`src/rtl/regfile_wb_arbiter.sv`:
```
// regfile_wb_arbiter
// Shares the single register-file write port between two writeback sources:
// port A (ALU/jump result) and port B (load data). Each port owns a one-entry
// holding buffer. At most one registered write leaves per cycle. A query port
// reports whether a register still has a write in flight.
module regfile_wb_arbiter #(
  parameter int ADDR_W = 5,
  parameter int DATA_W = 64
) (
  input  logic              clk,
  input  logic              reset,
  input  logic              a_valid,
  output logic              a_ready,
  input  logic [ADDR_W-1:0] a_addr,
  input  logic [DATA_W-1:0] a_data,
  input  logic              b_valid,
  output logic              b_ready,
  input  logic [ADDR_W-1:0] b_addr,
  input  logic [DATA_W-1:0] b_data,
  output logic              RegWrite,
  output logic [ADDR_W-1:0] write_reg_addr,
  output logic [DATA_W-1:0] write_reg_data,
  input  logic [ADDR_W-1:0] chk_addr,
  output logic              chk_hit
);

  typedef enum logic {
    PORT_A = 1'b0,
    PORT_B = 1'b1
  } port_e;

  // Holding buffers. The age bit is 1 on the entry that was loaded first;
  // it only matters while both buffers are valid.
  logic              bufa_valid, bufb_valid;
  logic [ADDR_W-1:0] bufa_addr,  bufb_addr;
  logic [DATA_W-1:0] bufa_data,  bufb_data;
  logic              bufa_age,   bufb_age;

  port_e rr_last;
  logic  grant_a, grant_b;
  logic  a_acc, b_acc;
  logic  a_load, b_load;

  // A port can take a new request when its buffer is empty or drains this cycle.
  assign a_ready = reset || !bufa_valid || grant_a;
  assign b_ready = reset || !bufb_valid || grant_b;

  assign a_acc  = a_valid && a_ready && !reset;
  assign b_acc  = b_valid && b_ready && !reset;
  // Writes to register 0 are accepted but never stored.
  assign a_load = a_acc && (a_addr != '0);
  assign b_load = b_acc && (b_addr != '0);

  // Pick at most one buffer: age decides same-register pairs, round-robin otherwise.
  always_comb begin
    // NOTE: every output of a combinational block gets a default first so no path leaves it unassigned and infers a latch.
    grant_a = 1'b0;
    grant_b = 1'b0;
    if (bufa_valid && bufb_valid) begin
      if (bufa_addr == bufb_addr) grant_a = bufa_age;
      else                        grant_a = (rr_last == PORT_B);
      grant_b = !grant_a;
    end else begin
      grant_a = bufa_valid;
      grant_b = bufb_valid;
    end
  end

  // Buffer fill/drain and relative age tracking.
  always_ff @(posedge clk) begin
    // NOTE: state is updated with non-blocking assignments so every register samples pre-edge values regardless of statement order.
    if (reset) begin
      // NOTE: only the valid/age bits are reset; addr/data are qualified by valid and never observed while it is low.
      bufa_valid <= 1'b0;
      bufb_valid <= 1'b0;
      bufa_age   <= 1'b0;
      bufb_age   <= 1'b0;
    end else begin
      if (a_acc)        bufa_valid <= (a_addr != '0);
      else if (grant_a) bufa_valid <= 1'b0;

      if (b_acc)        bufb_valid <= (b_addr != '0);
      else if (grant_b) bufb_valid <= 1'b0;

      if (a_load) begin
        bufa_addr <= a_addr;
        bufa_data <= a_data;
      end
      if (b_load) begin
        bufb_addr <= b_addr;
        bufb_data <= b_data;
      end

      // A fresh entry is younger than anything held; a same-cycle pair makes A older.
      if (a_load)      bufa_age <= b_load;
      else if (b_load) bufa_age <= 1'b1;

      if (b_load)      bufb_age <= 1'b0;
      else if (a_load) bufb_age <= 1'b1;
    end
  end

  // Registered write port and round-robin pointer.
  always_ff @(posedge clk) begin
    if (reset) begin
      RegWrite       <= 1'b0;
      write_reg_addr <= '0;
      write_reg_data <= '0;
      rr_last        <= PORT_B;
    end else if (grant_a) begin
      RegWrite       <= 1'b1;
      write_reg_addr <= bufa_addr;
      write_reg_data <= bufa_data;
      rr_last        <= PORT_A;
    end else if (grant_b) begin
      RegWrite       <= 1'b1;
      write_reg_addr <= bufb_addr;
      write_reg_data <= bufb_data;
      rr_last        <= PORT_B;
    end else begin
      RegWrite       <= 1'b0;
    end
  end

  // Pending-write query; register 0 never reports a hazard.
  assign chk_hit = !reset && (chk_addr != '0) &&
                   ((bufa_valid && bufa_addr == chk_addr) ||
                    (bufb_valid && bufb_addr == chk_addr) ||
                    (RegWrite   && write_reg_addr == chk_addr));

endmodule

```
`config.mk`:
```
export PLATFORM = sky130hd
export DESIGN_NAME = regfile_wb_arbiter
export DESIGN_NICKNAME = d
export VERILOG_FILES = /design/src/rtl/regfile_wb_arbiter.sv
export SDC_FILE = /design/constraint.sdc
export NUM_CORES = 1
export LEC_CHECK = 0
export BUFFER_PORTS_ARGS = -buffer_cell sky130_fd_sc_hd__buf_2
export CAP_MARGIN = 30
export CORE_UTILIZATION = 44
export DETAILED_ROUTE_END_ITERATION = 10
export PLACE_DENSITY = 0.69
export REMOVE_ABC_BUFFERS = 1
export SLEW_MARGIN = 25
export SYNTH_ARGS = -nofsm -noshare
export SYNTH_HDL_FRONTEND = slang
export SYNTH_SLANG_ARGS = --single-unit
```
`constraint.sdc`:
```
create_clock -name clk -period 7.6 [get_ports clk]
set_input_delay 1.14 -clock clk [delete_from_list [all_inputs] [get_ports clk]]
set_output_delay 1.14 -clock clk [all_outputs]
set_load 0.01 [all_outputs]
```
==> metrics list <==
- Entering global routing, the biggest net connects 76 pins.
- The tightest min-delay check is of the reg -> reg type.
- The clock passes through at most 3 buffers.
- Hold buffers post-CTS: 0
* Global placement routability congestion: 0.841
* Iteration count of the initial detailed-routing pass: 4
- After synthesis, the cell types taking the most area are sky130_fd_sc_hd__edfxtp_1 53%, sky130_fd_sc_hd__dfxtp_1 19%, sky130_fd_sc_hd__o211ai_1 12%.
- Minimum clock period: 3.54 ns
- PwrDens: 271 mW/mm²
* Leading cell types in the layout, fill and taps excluded: 219 x sky130_fd_sc_hd__buf_2, 141 x sky130_fd_sc_hd__nand2_1, 138 x sky130_fd_sc_hd__edfxtp_1, 128 x sky130_fd_sc_hd__o211ai_1, 74 x sky130_fd_sc_hd__dfxtp_1
- The critical path goes through buf_2, xor2_1, nor4_1, nand3_1, a311oi_1, buf_2.
* Port Buf Inserts: 219
* Origin of the worst min-delay path: write_reg_data[42]
- CP required: 6.46 ns
* Maximum fanout count along the critical path: 4
- Total internal power: 2.11 mW
- Net switching is 21.7% of the power.
- Overall track demand over capacity in global routing: 20.0%
- In the final timing run, aggregate negative setup slack is 0 ns.
* Register bit total from synthesis: 212
- Top cell type's share of synthesized area: 52.7%
- Clock tree synthesis inserted a total of 23 buffers.
- Std-Cell Core Area: 0.0174 mm²
- Netlist area before placement: 0.00787 mm²
* Remaining routing DRC violations: 0
- Antenna violations before repair: 0
* Clock-pin slew reported for the worst setup and hold paths after clock tree synthesis: 0.06 ns
- The first global-routing pass estimated 28800 µm of wire.
- 220 I/O pins were placed.
* Worst-margin pin slew: 0.894 ns
* Remaining number of nets flagged by the antenna check after routing: 0
- Vias in the first global route: 5597
- The tool flagged a number of max-cap violations equal to 0.
- Worst Setup End Kind: output port
- Hold Path Sink: write_reg_data[42]
- The analysis attributes to cell leakage a power of 3.74 nW.
- Post-CTS Setup Bufs: 0
- Once the floorplan was initialized, standard cells occupied 45.3% of the core.
- Worst setup path category: in -> out
- TritonCTS clock tree: done
- Reg-to-reg startpoint: bufa_addr[4]
- Leading cell type in the layout, fill and taps excluded: sky130_fd_sc_hd__buf_2
* Setup violations, final: 0
- The final hold violation count is 0.
- Category of the worst setup path launch point: input port
- Synthesis instantiated 30 different standard cells from the library.
* Later-pin clock latency in the skew report: 0.49 ns
- Outcome: completed
- The tree is rooted in a sky130_fd_sc_hd__clkbuf_16.
- CTS built an H-tree with a depth of 1.
* Sequential-to-total area share from yosys stat: 71.5%
- Tightest slew margin relative to the limit: 40.3%
- Setup skew after layout: 0.00669 ns
- After technology mapping, the gate count stands at 601.
- The endpoint identified for the worst register-to-register timing path is bufa_data[44].
* Clock network fraction of total power: 42.5%
* Worst reg2reg path depth: 6
- Row generation in the floorplan step produced 48 rows.
- 0 antenna diodes ended up in the layout.
* Slowest stage cell on the critical path: sky130_fd_sc_hd__nor4_1
* Cell type with the highest occurrence count on the critical path: sky130_fd_sc_hd__buf_2
* Routed length per instance: 17.7 µm
- Worst VDD drop: 0.161 mV
- After the first detailed-routing iteration, the DRC count stood at 296.
* Internal reg-to-reg setup slack: 4.29 ns
* Slew Limit Fails: 0
* Nets: 954
- Gr ovfl total: 0
- Combinational group share of total power: 8.1%
- On the worst path, the slowest cell contributes a delay of 0.33 ns.
- The area growth from synthesis to layout is 26.2%.
- The routed layout has 5554 vias.
- Timing would allow up to 283 MHz.
- Chip height: 136 µm
- The analysis attributes to net switching a power of 0.584 mW.
- In this run, post-CTS repair resized a total of 0 instances.
* Hold Path Cell Cnt: 2
* Unrepaired setup endpoints after global routing: no
- The largest total area in the synthesized netlist belongs to sky130_fd_sc_hd__edfxtp_1.
- Share of the clock period used by the worst path after layout: 46.5%
- Averaged over all synthesized cells, the footprint is 13.1 µm².
- The HPWL after detailed placement is 11600 µm.
- Width of the chip: 136 µm
- Proportion of power drawn by flip-flops and latches: 49.5%
- The clock drives 212 sinks.
- Via-to-Cell Ratio: 5.30
* Yosys warning count: 0
- Fillcell total: 1466
- Die outline area: 0.0184 mm²
- In the final layout, the share of cells above drive strength 1 is 33.9%.
- Across all hold checks on the routed design, the worst slack comes to 0.464 ns.
- CP arrival: 2.40 ns
- The final layout contains routed wiring with a total length of 18500 µm.
-- worst max-delay path by stage --
| stage | from | to | slack (ns) | depth (start not counted) |
|---|---|---|---|---|
| 2_1_floorplan | reset | write_reg_addr[0] | 1.62 | 3 |
| 3_3_place_gp | a_addr[0] | bufa_data[26] | 4.15 | 6 |
| 3_5_place_dp | a_addr[3] | bufa_data[9] | 4.02 | 6 |
| 4_1_cts | chk_addr[1] | chk_hit | 4.07 | 6 |
| 5_1_grt | bufa_addr[4] | bufa_data[44] | 4.00 | 6 |
| 6_report | chk_addr[1] | chk_hit | 4.06 | 6 |
-- stage by stage --
| step | worst slack (ns) | total power, mW | utilization, % | instance area, µm² | std cells |
|---|---|---|---|---|---|
| 2_1_floorplan | 1.62 | 1.46 | - | 7670 | 554 |
| 3_3_place_gp | 4.15 | 1.56 | 52.7 | 9150 | 1007 |
| 3_5_place_dp | 4.02 | 1.57 | 52.7 | 9150 | 1007 |
| 4_1_cts | 4.07 | 2.72 | 57.2 | 9930 | 1048 |
| 5_1_grt | 4.00 | 2.78 | 57.2 | 9930 | 1048 |
| 6_report | 4.06 | 2.69 | 57.2 | 9930 | 1048 |
-- critical path: cells and delay by family --
family / cells / cell delay [ns]
AND/OR/NAND/NOR: 2 / 0.48
XOR/XNOR: 1 / 0.14
buffers and inverters: 2 / 0.32
AO/OA/AOI/OAI: 1 / 0.31
-- sequential cells by signal (all words and copies together) (netlist names) --
signal          cells
write_reg_addr      5
bufa_data          64
bufb_data          64
RegWrite            1
write_reg_data     64
rr_last             1
bufa_addr           5
bufa_age            1
bufa_valid          1
bufb_addr           5
bufb_valid          1
-- per-layer routing --
metal | GRT usage, % | share of wire, %
met3 | 4.79 | 7.5
met5 | 0 | 0
met1 | 24.1 | 41
met2 | 35.9 | 50
met4 | 4.81 | 1.4
-- cells by family after synthesis --
kind of cell,Yosys count,share of synthesized area (%)
muxes,1,0.175
xor gates and xnor gates,20,2.23
AOI/OAI and AO/OA,149,14.7
and+or+nand+nor,170,8.79
buffers and inverters,49,2.66
DFF,212,71.5
-- power by group through the flow --
stage                     registers [mW]  clock network [mW]  logic [mW]
after floorplan                     1.37                   0      0.0946
after global placement              1.35                   0       0.212
after detailed placement            1.35                   0       0.219
after CTS                           1.33                1.17       0.220
after global routing                1.34                1.21       0.239
final                               1.33                1.14       0.217
-- final cells by class --
type                            count  area [µm²]  area share (%)
Clock buffer                       32         639            6.44
Clock inverter                      9         141            1.42
Inverter                            2        7.51          0.0756
Multi-Input combinational cell    340        2070            20.9
Sequential cell                   212        5630            56.6
Tap cell                          225         282            2.83
Timing Repair Buffer              228        1160            11.7
-- synth_stat cells (all sizes together) --
cell	number
or3	1
o21ba	1
xnor2	8
nor2	6
edfxtp	138
a31oi	1
nand4	1
buf	10
or2	2
o211ai	138
o21ai	3
a311oi	1
nand3	5
and2	2
mux2i	1
nand2	141
clkbuf	37
nor3	1
xor2	12
inv	2
a21oi	4
nor4	4
dfxtp	74
nand2b	3
or4	3
nor2b	1
o32ai	1
Power figures use the tool's default switching activity.
